### config.mk
export PLATFORM = sky130hd
export DESIGN_NAME = shift_seq_ctrl
export DESIGN_NICKNAME = d
export VERILOG_FILES = /design/src/rtl/shift_seq_ctrl_pkg.sv /design/src/rtl/shift_seq_ctrl.sv
export SDC_FILE = /design/constraint.sdc
export NUM_CORES = 1
export LEC_CHECK = 0
export BUFFER_PORTS_ARGS = -buffer_cell sky130_fd_sc_hd__buf_2
export CORE_MARGIN = 2
export CORE_UTILIZATION = 45
export DETAILED_ROUTE_END_ITERATION = 10
export PLACE_DENSITY = 0.74
export SETUP_SLACK_MARGIN = 0.4
export SLEW_MARGIN = 10
export SYNTH_ARGS = -nofsm -noshare
export SYNTH_HDL_FRONTEND = slang
export SYNTH_SLANG_ARGS = --single-unit
export TNS_END_PERCENT = 100
### constraint.sdc
create_clock -name clk -period 2.6 [get_ports clk]
set_input_delay 0.13 -clock clk [delete_from_list [all_inputs] [get_ports clk]]
set_output_delay 0.13 -clock clk [all_outputs]
set_load 0.005 [all_outputs]
### src/rtl/shift_seq_ctrl_pkg.sv
// Shared op codes, mode-line encodings and FSM state encodings for the shift sequencer.
package shift_ctrl_pkg;

    localparam logic [2:0] OP_NOP     = 3'd0;
    localparam logic [2:0] OP_LOAD    = 3'd1;
    localparam logic [2:0] OP_SHR     = 3'd2;
    localparam logic [2:0] OP_SHL     = 3'd3;
    localparam logic [2:0] OP_ROR     = 3'd4;
    localparam logic [2:0] OP_ROL     = 3'd5;
    localparam logic [2:0] OP_JOHNSON = 3'd6;
    localparam logic [2:0] OP_CLEAR   = 3'd7;

    localparam logic [1:0] MODE_HOLD = 2'b00;
    localparam logic [1:0] MODE_SHR  = 2'b01;
    localparam logic [1:0] MODE_SHL  = 2'b10;
    localparam logic [1:0] MODE_LOAD = 2'b11;

    localparam logic [1:0] ST_IDLE = 2'd0;
    localparam logic [1:0] ST_RUN  = 2'd1;
    localparam logic [1:0] ST_DONE = 2'd2;

endpackage

### src/rtl/shift_seq_ctrl.sv
// Command sequencer driving a 4-bit universal shift register for exactly N clocks per command.
// Latency: accept edge, N RUN clocks, one DONE cycle; cmd_ready only in IDLE, commands are never queued.
module shift_seq_ctrl
    import shift_ctrl_pkg::*;
#(
    parameter int CNT_W = 4
) (
    input  logic             clk,
    input  logic             clr,
    input  logic             cmd_valid,
    output logic             cmd_ready,
    input  logic [2:0]       cmd_op,
    input  logic [CNT_W-1:0] cmd_cnt,
    input  logic [3:0]       cmd_data,
    input  logic [3:0]       q_in,
    output logic             M1,
    output logic             M0,
    output logic             SR,
    output logic             SL,
    output logic [3:0]       D,
    output logic             busy,
    output logic             done
);

    logic [1:0]       state_d, state_q;
    logic [CNT_W-1:0] cnt_d, cnt_q;
    logic [2:0]       op_d, op_q;
    logic [3:0]       data_d, data_q;
    logic [CNT_W-1:0] eff_cnt;
    logic [1:0]       mode;
    logic             unused_q;

    // Only the end bits of Q feed the rotate/Johnson serial inputs.
    assign unused_q = ^q_in[2:1];

    always_comb begin
        case (cmd_op)
            OP_NOP:            eff_cnt = '0;
            OP_LOAD, OP_CLEAR: eff_cnt = CNT_W'(1);
            default:           eff_cnt = cmd_cnt;
        endcase
    end

    always_comb begin
        state_d = state_q;
        cnt_d   = cnt_q;
        op_d    = op_q;
        data_d  = data_q;
        case (state_q)
            ST_IDLE: begin
                if (cmd_valid) begin
                    op_d    = cmd_op;
                    data_d  = cmd_data;
                    cnt_d   = eff_cnt;
                    state_d = (eff_cnt == '0) ? ST_DONE : ST_RUN;
                end
            end
            ST_RUN: begin
                cnt_d = cnt_q - CNT_W'(1);
                if (cnt_q <= CNT_W'(1)) state_d = ST_DONE;
            end
            ST_DONE: state_d = ST_IDLE;
            default: state_d = ST_IDLE;
        endcase
    end

    always_ff @(posedge clk or negedge clr) begin
        if (!clr) begin
            state_q <= ST_IDLE;
            cnt_q   <= '0;
            op_q    <= OP_NOP;
            data_q  <= 4'b0000;
        end else begin
            state_q <= state_d;
            cnt_q   <= cnt_d;
            op_q    <= op_d;
            data_q  <= data_d;
        end
    end

    // Serial bits for rotate/Johnson come from live Q, so multi-clock rotates need no shadow copy.
    always_comb begin
        mode = MODE_HOLD;
        SR   = 1'b0;
        SL   = 1'b0;
        D    = 4'b0000;
        if (state_q == ST_RUN) begin
            case (op_q)
                OP_LOAD:    begin mode = MODE_LOAD; D  = data_q;    end
                OP_SHR:     begin mode = MODE_SHR;  SR = data_q[0]; end
                OP_SHL:     begin mode = MODE_SHL;  SL = data_q[0]; end
                OP_ROR:     begin mode = MODE_SHR;  SR = q_in[0];   end
                OP_ROL:     begin mode = MODE_SHL;  SL = q_in[3];   end
                OP_JOHNSON: begin mode = MODE_SHR;  SR = ~q_in[0];  end
                OP_CLEAR:   begin mode = MODE_LOAD; D  = 4'b0000;   end
                default:    mode = MODE_HOLD;
            endcase
        end
    end

    assign M1        = mode[1];
    assign M0        = mode[0];
    assign busy      = (state_q == ST_RUN) || (state_q == ST_DONE);
    assign done      = (state_q == ST_DONE);
    assign cmd_ready = (state_q == ST_IDLE) && clr;

endmodule

==> impl_table.tex <==
\begin{tabular}{lr}
\hline
Metric & Value \\
\hline
\multicolumn{2}{l}{\textbf{Routing}} \\
Detailed-route DRC error count & 0 \\
Number of routed nets with antenna violations & 0 \\
Number of DRC violations after detailed-routing iteration 0 & 15 \\
Overall routed net length & roughly 1.8 mm \\
First-pass iteration count of the detailed router & 4 \\
Vias after detailed routing & around 760 \\
Routed via count divided by cell count & 5.22 \\
Per-cell routed wire length & 12.2 um \\
\multicolumn{2}{l}{\textbf{Synth}} \\
Top\_reg\_cell synth & sky130\_fd\_sc\_hd\_\_dfrtp\_1 \\
Count leader, synth & sky130\_fd\_sc\_hd\_\_dfrtp\_1 \\
Largest area contributor in the netlist & sky130\_fd\_sc\_hd\_\_dfrtp\_1 \\
Net Count, Synth & 114 \\
Share of flip-flops with an asynchronous set or reset after synthesis & 1.00 \\
Distinct cell type count after synthesis & 39 \\
Most used standard cells in the synthesized netlist & 13 x sky130\_fd\_sc\_hd\_\_dfrtp\_1, 7 x sky130\_fd\_sc\_hd\_\_inv\_1, 7 x sky130\_fd\_sc\_hd\_\_mux2\_1, 5 x sky130\_fd\_sc\_hd\_\_ha\_1 \\
Synth top area share & 0.367 \\
Netlist area before placement & about 900 um\^{}2 \\
Post-synthesis cell count & about 90 \\
EDFF count, synth & 0 \\
Number of synthesis warnings & 0 \\
Number of register bits inferred by synthesis & 13 \\
Syn Area/Cell & $\sim$10 um\^{}2 \\
Sequential area share after synthesis & 0.367 \\
Synth top area cells & sky130\_fd\_sc\_hd\_\_dfrtp\_1 37\%, sky130\_fd\_sc\_hd\_\_mux2\_1 8.9\%, sky130\_fd\_sc\_hd\_\_ha\_1 7.1\% \\
\multicolumn{2}{l}{\textbf{Timing}} \\
Part of the cycle the worst path needs & 0.776 \\
Post-route minimum period & 2.02 ns \\
Remaining max-slew budget at the tightest pin & 0.698 \\
Max-slew violations & 0 \\
Number of failing hold endpoints at the final stage & 0 \\
Clk\_skew & 0.00382 ns \\
Total negative setup slack & 0 ns \\
Number of setup violations in the final report & 0 \\
RSZ-0062 raised after global routing & no \\
Slew @ Worst Pin & roughly 0.45 ns \\
FMAX & between 0.4 and 0.5 GHz \\
\multicolumn{2}{l}{\textbf{Finish}} \\
Area delta synth->final & 19.5\% \\
Filler Cell Count & 181 \\
Count of placed standard cells in the final layout, fillers left out & 145 \\
Number of nets in the final layout & 142 \\
Area taken by multi-input logic gates & $\sim$500 um\^{}2 \\
Share of post-route cells with drive strength above 1 & 0.288 \\
Antenna cells & 0 \\
FF/Latch Area & 325 um\^{}2 \\
\multicolumn{2}{l}{\textbf{Floorplanning}} \\
Std-Cell Core Area & 1900 um\^{}2 \\
Standard-cell rows & 16 \\
Area enclosed by the die boundary & roughly 2300 um\^{}2 \\
Height of the die & 48.4 um \\
Die width & between 40 and 50 um \\
IO Pins & 29 \\
Starting Density & 0.466 \\
\multicolumn{2}{l}{\textbf{Clocking}} \\
Skew-Pair Late Insertion Delay & 0.27 ns \\
CTS max path bufs & 2 \\
Clock slew at reported path FFs & roughly 0.080 ns \\
Buffer cell driving the clock tree root & sky130\_fd\_sc\_hd\_\_clkbuf\_4 \\
TritonCTS clock tree & done \\
Total clock buffers created by CTS & 3 \\
Post CTS Setup Buffer Count & 0 \\
Clk sink count & 13 \\
H-tree levels & 1 \\
\multicolumn{2}{l}{\textbf{GRT}} \\
Largest net degree at the start of global routing & 15 \\
Via count of the first global-routing pass & $\sim$770 \\
Met1 track utilization from global routing & 0.210 \\
Met2 track demand over resource & 0.299 \\
Antenna violations before repair & 0 \\
Total track usage & 0.169 \\
Highest-utilization routing layer at the global route stage & met2 \\
First-pass GRT wire length & 3.19 mm \\
Met3 Track Usage GR & 0.0247 \\
Congestion Overflow GR & 0 \\
\multicolumn{2}{l}{\textbf{Critical path}} \\
Biggest cell delay along the critical path & 0.43 ns \\
Cell with the biggest individual delay on the critical path & sky130\_fd\_sc\_hd\_\_ha\_1 \\
Family with the most delay on the worst path & simple AND/OR/NAND/NOR gates \\
Arrival time at the worst endpoint & 1.89 ns \\
Worst path buffer plus inverter count & 2 \\
Startpoint types & flip-flop \\
Chain of cells forming the critical path & inv\_1, ha\_1, nand2\_1, nor3\_1, and2\_1, buf\_2 \\
Critical Path End Type & output pin \\
Required time of the worst setup path & 2.47 ns \\
CP Max Fanout & 11 \\
Class of the most critical setup path & flip-flop to output pin \\
\multicolumn{2}{l}{\textbf{Pwr}} \\
Total Power Consumption & 1.04 mW \\
Max IR drop VDD & about 0.5 mV \\
Power per cell area & just under 1000 nW/um\^{}2 \\
Static Leakage & 0.526 nW \\
\multicolumn{2}{l}{\textbf{Placed design}} \\
\# placed instances & 140 \\
Count of input and output buffers & 26 \\
Final weighted congestion in routability-driven placement & 0.686 \\
Half-perimeter wire length of the detailed placement result & 1.34 mm \\
\multicolumn{2}{l}{\textbf{Outcome}} \\
Result of the run & finished, final reports clean \\
\multicolumn{2}{l}{\textbf{Worst hold path}} \\
HP Class & input pin to flip-flop \\
\multicolumn{2}{l}{\textbf{Job}} \\
Max Cap Violations & 0 \\
\hline
\end{tabular}
## worst register-to-register path, delay by kind of cell (launching register included)
| family | cells | cell delay [ns] |
|---|---|---|
| AOI/OAI and AO/OA | 2 | 0.43 |
| DFF | 1 | 0.38 |
| buffers and inverters | 1 | 0.10 |
| muxes | 1 | 0.36 |
| adders and majority gates | 1 | 0.36 |
| and+or+nand+nor | 1 | 0.07 |
## metal layers
metal	wire length [um]	up-vias
li1	-	376
met1	803	362
met5	0	-
met3	72	2
met2	876	17
met4	14	0
## stage by stage
| step | area (um^2) | util | hold WS, ns | worst slack, ns |
|---|---|---|---|---|
| 2_1_floorplan | 887 | - | -0.166 | 1.02 |
| 3_3_place_gp | 1020 | 0.538 | 0.0350 | 0.820 |
| 3_5_place_dp | 1020 | 0.538 | 0.0421 | 0.780 |
| 4_1_cts | 1060 | 0.557 | 0.0650 | 0.523 |
| 5_1_grt | 1060 | 0.557 | 0.0597 | 0.421 |
| 6_report | 1060 | 0.557 | 0.0726 | 0.583 |
## final cells by class
| cell class | count | share of cell area |
|---|---|---|
| timing repair buffer | 27 | 0.132 |
| tap | 27 | 0.0319 |
| clock buffer | 4 | 0.0248 |
| multi-input combinational | 66 | 0.476 |
| sequential | 13 | 0.307 |
| inverter | 8 | 0.0283 |
## cells by family after synthesis
logic type,synth area share
AOI/OAI and AO/OA,0.144
xor gates and xnor gates,0.00987
adders and majority gates,0.0705
buffers and inverters,0.0649
DFF,0.367
muxes,0.138
and+or+nand+nor,0.206
## placed cells by master (no fill, tap or decap), types with 2 or more instances in the layout
| master | n |
|---|---|
| sky130_fd_sc_hd__o21ai_0 | 2 |
| sky130_fd_sc_hd__nor2b_1 | 2 |
| sky130_fd_sc_hd__and2_1 | 4 |
| sky130_fd_sc_hd__or3_1 | 2 |
| sky130_fd_sc_hd__mux2_1 | 7 |
| sky130_fd_sc_hd__a21o_1 | 2 |
| sky130_fd_sc_hd__ha_1 | 5 |
| sky130_fd_sc_hd__nor3b_1 | 2 |
| sky130_fd_sc_hd__nand2_1 | 4 |
| sky130_fd_sc_hd__clkbuf_4 | 3 |
| sky130_fd_sc_hd__buf_2 | 26 |
| sky130_fd_sc_hd__nor3_1 | 4 |
| sky130_fd_sc_hd__inv_1 | 7 |
| sky130_fd_sc_hd__nor2_1 | 4 |
| sky130_fd_sc_hd__dfrtp_1 | 13 |
| sky130_fd_sc_hd__o21ai_1 | 3 |
| sky130_fd_sc_hd__nand3b_1 | 2 |
| sky130_fd_sc_hd__nand3_1 | 3 |
| sky130_fd_sc_hd__a21oi_1 | 3 |
## path summary, 6_finish.rpt
kind                                   startpoint                endpoint  slack, ns  cells past startpoint
setup / recovery           state_q[1]$_DFFE_PN0P_                    D[1]       0.58                      6
hold reg to reg             data_q[2]$_DFFE_PN0P_   data_q[2]$_DFFE_PN0P_       0.50                      1
hold / removal                        cmd_data[1]   data_q[1]$_DFFE_PN0P_       0.07                      2
min in group asynchronous                     clr     op_q[1]$_DFFE_PN0P_       0.28                      2
setup reg to reg           state_q[0]$_DFFE_PN0P_    cnt_q[3]$_DFFE_PN0P_       0.78                      6
max in group asynchronous                     clr  state_q[1]$_DFFE_PN0P_       2.08                      2
## power breakdown
group,internal [mW],total (mW),switching (mW)
Combinational,0.254,0.515,0.261
Clock,0.0593,0.124,0.0643
Sequential,0.300,0.397,0.0968
## flip-flops by register name (all words and copies together) (netlist names)
signal   count
data_q       4
op_q         3
cnt_q        4
state_q      2
## repair_timing
item | CTS | global route
setup endpoints to repair | 0 | 0
endpoints found under the hold margin | 13 | 0
hold buffers | 1 | 0
gates resized for setup | 0 | 0
Power figures use the tool's default switching activity.
